===== src/rtl/y86_regfile_wb.sv =====
// Y86-64 register file: decode-side source select and reads, writeback-side
// destination select and commit, plus a RUN/HALT state machine.
module y86_regfile_wb #(
    parameter int unsigned DATA_WID = 64,
    parameter int unsigned NREG     = 15,
    parameter logic [3:0]  RSP_ID   = 4'd4
) (
    input  logic                CLK,
    input  logic                RST,
    input  logic                wb_en,
    input  logic [3:0]          icode,
    input  logic [3:0]          ifun,
    input  logic [3:0]          rA,
    input  logic [3:0]          rB,
    input  logic                Cnd,
    input  logic [DATA_WID-1:0] valE,
    input  logic [DATA_WID-1:0] valM,
    output logic [DATA_WID-1:0] valA,
    output logic [DATA_WID-1:0] valB,
    output logic [3:0]          dstE,
    output logic [3:0]          dstM,
    output logic                halted,
    input  logic [3:0]          dbg_sel,
    output logic [DATA_WID-1:0] dbg_val
);

    localparam logic [3:0] RNONE = 4'hF;

    typedef enum logic {
        S_RUN  = 1'b0,
        S_HALT = 1'b1
    } state_t;

    state_t              state_q;
    state_t              state_d;
    logic [DATA_WID-1:0] regs [NREG];
    logic [3:0]          src_a;
    logic [3:0]          src_b;
    logic [3:0]          dst_e;
    logic [3:0]          dst_m;
    logic                halt_ins;
    logic                commit;

    // The cmov condition reaches us through Cnd, so ifun carries no information here.
    logic unused_ifun;
    assign unused_ifun = ^ifun;

    // Source and destination decode from icode/rA/rB
    always_comb begin
        src_a = RNONE;
        src_b = RNONE;
        dst_e = RNONE;
        dst_m = RNONE;
        case (icode)
            4'h2: begin
                src_a = rA;
                dst_e = Cnd ? rB : RNONE;
            end
            4'h3: dst_e = rB;
            4'h4: begin
                src_a = rA;
                src_b = rB;
            end
            4'h5: begin
                src_b = rB;
                dst_m = rA;
            end
            4'h6: begin
                src_a = rA;
                src_b = rB;
                dst_e = rB;
            end
            4'h8: begin
                src_b = RSP_ID;
                dst_e = RSP_ID;
            end
            4'h9: begin
                src_a = RSP_ID;
                src_b = RSP_ID;
                dst_e = RSP_ID;
            end
            4'hA: begin
                src_a = rA;
                src_b = RSP_ID;
                dst_e = RSP_ID;
            end
            4'hB: begin
                src_a = RSP_ID;
                src_b = RSP_ID;
                dst_e = RSP_ID;
                dst_m = rA;
            end
            default: ;
        endcase
    end

    assign dstE = dst_e;
    assign dstM = dst_m;

    function automatic logic [DATA_WID-1:0] rd(input logic [3:0] id);
        if (id == RNONE || 32'(id) >= NREG) begin
            return '0;
        end
        return regs[id];
    endfunction

    assign valA    = rd(src_a);
    assign valB    = rd(src_b);
    assign dbg_val = rd(dbg_sel);

    assign halt_ins = (icode == 4'h0) || (icode > 4'hB);
    assign commit   = wb_en && (state_q == S_RUN);

    // Next-state logic: HALT absorbs until reset
    always_comb begin
        state_d = state_q;
        case (state_q)
            S_RUN:   if (wb_en && halt_ins) state_d = S_HALT;
            S_HALT:  state_d = S_HALT;
            default: state_d = S_RUN;
        endcase
    end

    always_ff @(posedge CLK) begin
        if (RST) begin
            state_q <= S_RUN;
        end else begin
            state_q <= state_d;
        end
    end

    assign halted = (state_q == S_HALT);

    // M port is written last so it wins when both destinations coincide (popq %rsp)
    always_ff @(posedge CLK) begin
        if (RST) begin
            for (int i = 0; i < int'(NREG); i++) begin
                regs[i] <= '0;
            end
        end else if (commit) begin
            if (dst_e != RNONE && 32'(dst_e) < NREG) begin
                regs[dst_e] <= valE;
            end
            if (dst_m != RNONE && 32'(dst_m) < NREG) begin
                regs[dst_m] <= valM;
            end
        end
    end

endmodule


===== config.mk =====
export PLATFORM = sky130hd
export DESIGN_NAME = y86_regfile_wb
export DESIGN_NICKNAME = d
export VERILOG_FILES = /design/src/rtl/y86_regfile_wb.sv
export SDC_FILE = /design/constraint.sdc
export NUM_CORES = 2
export LEC_CHECK = 0
export BUFFER_PORTS_ARGS = -buffer_cell sky130_fd_sc_hd__buf_2
export CORE_ASPECT_RATIO = 0.7
export CORE_MARGIN = 4
export CORE_UTILIZATION = 38
export DETAILED_ROUTE_END_ITERATION = 16
export GPL_TIMING_DRIVEN = 1
export PLACE_DENSITY = 0.52
export SYNTH_ARGS = -nofsm -noshare
export SYNTH_HDL_FRONTEND = slang
export SYNTH_SLANG_ARGS = --single-unit

===== constraint.sdc =====
create_clock -name CLK -period 15.05 [get_ports CLK]
set_input_delay 2.2575 -clock CLK [delete_from_list [all_inputs] [get_ports CLK]]
set_output_delay 2.2575 -clock CLK [all_outputs]
set_load 0.01 [all_outputs]

* After elaboration in Yosys (flattened, before gate mapping) *
Memories as Yosys holds them, arrays and structs flattened.
Cells that the tools add are included.

word-level totals
  flip-flop bits (word level) = 1
  memory bits (writable) = 960
  input port bits = 152
  memories = 1

operators by class
  $lt $le $gt $ge = 6
  eq/ne operators = 14
  muxes and demuxes = 32
  bitwise gates (word level) = 1
  reduce and logical (&&, ||, !) cells = 17

memory list
  memory  depth  bits a word  read ports  clocked after Yosys merged registers in  wr ports  line  source
  regs    15     64           3           0                                        15        36    logic [DATA_WID-1:0] regs [NREG];

operators by type and width
  kind                                               number
  2-to-1 mux 64 bit                                  8
  OR reduction 64 bit                                2
  == test 4 bit, second input constant               7
  2-to-1 mux 1 bit                                   16
  2-to-1 mux 4 bit                                   4
  case mux 4 bit (2 select lines)                    2
  == test 4 x 3 -> 1 bit, second input constant      3
  >= comparator 4 bit, second input constant         3
  case mux 4 bit (3 select lines)                    1
  == test 4 x 2 -> 1 bit, second input constant      2
  less-than comparator 4 bit, second input constant  2
  != test 4 bit, second input constant               2
  OR reduction 4 bit                                 2
  OR reduction 2 bit                                 3
  > comparator 4 bit, second input constant          1
  logical AND 1 bit                                  4
  zero test 4 bit                                    1
  logical OR 1 bit                                   4
  OR reduction 3 bit                                 1
  case mux 1 bit (2 select lines)                    1
  NOT 1 bit                                          1

* Longest topological paths before layout *
  depth in word-level cells = 11
  mapped depth = 12

* Least setup slack after synthesis *
OpenSTA, ideal clock, no wires.

  path type = input to register
  start = input icode[2]
  end = memory regs[4][0], enable pin
  library setup time = 575 ps
  arrival = 7,875 ps
  required time = 14,475 ps
  path slack = 6,600 ps
  stages = 7
  path buffers = 3
  path through = buf_6 -> buf_4 -> o31ai_2 -> a2111o_1 -> buf_4 -> nand3_1 -> o21ai_0

RTL lines
  item                line  source
  start: declaration  11    input logic [3:0] icode,
  end: declaration    36

* Final worst setup path *
  start = input icode[0]
  end = output valA[63]

between the ends
  word-level cells in the longest chain between the ends = 7
  elaborated cells on any way between the ends = 15

RTL lines
  item                                                                       line  source
  == test 4 bit (tied with other cells)                                      54    case (icode)
  OR reduction 4 bit (no line) / OR reduction 2 bit (equally long branches)  n/a
  case mux 4 bit (2 select lines) *                                          54
  >= comparator 4 bit / == test 4 bit (equally long branches)                101   if (id == RNONE || 32'(id) >= NREG) begin
  logical OR 1 bit                                                           101
  2-to-1 mux 1 bit                                                           101
  2-to-1 mux 64 bit *                                                        104   return regs[id];
  end: declaration                                                           18    output logic [DATA_WID-1:0] valA,

Mark *: on every way between the ends. The rest lies on a longest branch, timed or not.

==> flow_summary.json <==
{
  "outcome": "finished, final reports clean",
  "start_util_pct": 38.26,
  "clockPowerShare_pct": 36.2,
  "cp.required_ns": 12.79,
  "path_class": "primary input to primary output",
  "ys_types": 73,
  "viasPerCell": 7.714,
  "antenna_found_initial": 53,
  "slew_viol_final": 0,
  "hp-class": "register to register",
  "dr.pass1.iters": 10,
  "place_ws_ns": 5.495,
  "fin_crit_sh_pct": 65.61,
  "crit_slowest_cell": "a221oi_1",
  "max_stage_delay_ns": 1.07,
  "num_vias": 59890,
  "power.static_leakage_uw": 0.02525,
  "syn_area_per_cell_um2": 11.84,
  "combPwrFrac_pct": 18.4,
  "fill_cells": 15880,
  "grt_pass1_wl_mm": 460.6,
  "layout_min_cycle_time_ns": 9.875,
  "peakVddDrop_uv": 84.92,
  "synth_top_area_share_pct": 46.92,
  "yosys.area.top_type": "edfxtp_1",
  "synth-seq-cells": 1025,
  "fmax_ghz": 0.1013,
  "worstSkewPairLatency_ns": 0.78,
  "cp-startpoint": "icode[0]",
  "numPlacedInstances": 7521,
  "wl_per_cell_um": 43.85,
  "powerDensity_nw_per_um2": 103.8,
  "htreeDepth": 3,
  "arrival_ns": 7.62,
  "core_um2": 171300,
  "crit_chain": "buf_2, or4b_1, and3_4, buf_4, buf_4, nand2_1, a21oi_1, o22ai_1, a221oi_1, buf_2",
  "grt_usage_pct": 36.33,
  "antenna_left": 0,
  "die_h_um": 355.5,
  "synthArstFlopShare_pct": 0,
  "final_layout_size_suffix_gt1_share_pct": 21.70,
  "setup_viol": 0,
  "end_kind": "primary output",
  "wl_mm": 340.4,
  "nets": 5531,
  "ys_warn_count": 0,
  "yosysMostFrequentCell": "edfxtp_1",
  "hp-start": "halted",
  "grt_pass1_vias": 55840,
  "netlist_instances": 5534,
  "ios": 353,
  "r2r-start": "halted",
  "post_cts_buffers": 0,
  "ys_top_cells_by_area": "edfxtp_1, mux4_2, a22o_1",
  "die_w_um": 504.4,
  "intPower_uw": 5169,
  "clock_skew_ns": 0.02144,
  "layout_setup_ws_ns": 5.175,
  "grt_max_degree": 136,
  "synth_edf_count": 1024,
  "tns_ns": 0,
  "overflow": 0,
  "multi_input_area_um2": 31600,
  "cts.clk_slew.worst_paths_ns": 0.08,
  "fin_cells": 7763,
  "cts_buffers": 113,
  "dp_hpwl_mm": 178.8,
  "cts_hold_buf": 0,
  "remaining_drc_errors": 0,
  "drt_iter0_drc": 11940,
  "hold_viol_final": 0,
  "cts_resized": 0,
  "rsz0062_at_grt": "no",
  "finalPower_uw": 7466,
  "power.share.switching_pct": 30.77,
  "gp_congestion": 0.8806,
  "drv_cap": 0,
  "io_buffers": 348,
  "start_kind": "primary input",
  "seq_area_um2": 30770,
  "crit_fanout": 57,
  "synthTopCellsByCount": "edfxtp_1, a22o_1, nand2_1",
  "clockBufferDepth": 3,
  "die_area_um2": 179300,
  "worstMarginPinSlew_ns": 1.340,
  "rows": 127,
  "cts-root-buf": "clkbuf_16",
  "syn_to_final_growth_pct": 9.754,
  "slew_headroom_pct": 10.43,
  "syn_area_um2": 65540,
  "cts_sinks": 1025,
  "cts_tree": "done",
  "seq_area_frac_synth_pct": 46.95,
  "pwr-share-seq_pct": 45.4,
  "switchingPower_uw": 2297,
  "synth_ff_type": "edfxtp_1"
}
==> critical path: cells and delay by family <==
family,cells,cell delay [ns]
AOI/OAI and AO/OA,3,1.32
and+or+nand+nor,3,1.25
buffers and inverters,4,2.69
==> state kept, by name (all words and copies together) (netlist names) <==
signal and cells:
regs 1024, halted 1
==> stage by stage <==
stage / util (%) / instance area (um2) / hold WS, ns
detailed placement: 39.97 / 68480 / 0.5120
global placement: 39.97 / 68480 / 0.4919
floorplan: - / 65780 / 0.5314
finish: 41.99 / 71930 / 0.5331
global route: 41.96 / 71870 / 0.5743
CTS: 41.93 / 71830 / 0.5298
==> power groups by stage <==
stage | sequential (uW) | clock [uW] | combinational (uW)
floorplan | 3410 | 0 | 762
global placement | 3430 | 0 | 1310
detailed placement | 3440 | 0 | 1320
CTS | 3380 | 2700 | 1320
global route | 3400 | 2820 | 1400
finish | 3390 | 2700 | 1380
==> worst paths after layout <==
| check | slack, ns | cells after the start | end |
|---|---|---|---|
| worst max-delay path | 5.18 | 10 | valA[63] |
| worst min-delay path | 0.53 | 2 | halted |
| worst min register to register | 0.53 | 2 | halted |
| worst max register to register | 10.54 | 6 | regs[6][52] |
==> layout make-up <==
cell class / instances / share of cell area, %
Multi-Input combinational cell: 3660 / 43.93
Sequential cell: 1025 / 42.78
Timing Repair Buffer: 504 / 4.176
Clock buffer: 143 / 4.117
Tap cell: 2257 / 3.926
Clock inverter: 59 / 0.5479
Inverter: 75 / 0.3914
Antenna cell: 40 / 0.1392
==> routing by layer <==
layer | up-vias | share of wire (%) | global-route usage, %
met4 | 10 | 5.1 | 16.37
met3 | 1059 | 16 | 13.65
met5 | - | 0.016 | 0.1603
met1 | 30290 | 38 | 50.01
met2 | 6069 | 41 | 50.71
li1 | 22460 | - | -
==> layout by cell type, fill, tap and decap left out, types with 50 or more instances in the layout <==
master     instances
buf_2            344
nand2_1          557
clkbuf_16        114
o21ai_0           87
edfxtp_1        1024
a2111oi_0        127
nor2b_1           67
inv_1             75
conb_1            64
a21oi_1          189
mux4_2           383
o21ai_1           57
a22o_1           960
and3_1            97
a221oi_1         167
nand4_1           53
nor2_1           107
buf_4            152
o221ai_1          81
a221o_1           71
o31ai_1           50
nand3_1          129
==> cells by family after synthesis <==
family / count (synthesis) / share of synthesized area, %
simple gates: 1163 / 8.448
other cells: 1 / 0.005722
compound gates: 2025 / 25.06
mux: 408 / 13.54
flops: 1025 / 46.95
buf+inv: 912 / 5.998
Note: power is estimated with default switching activity, not from simulation.
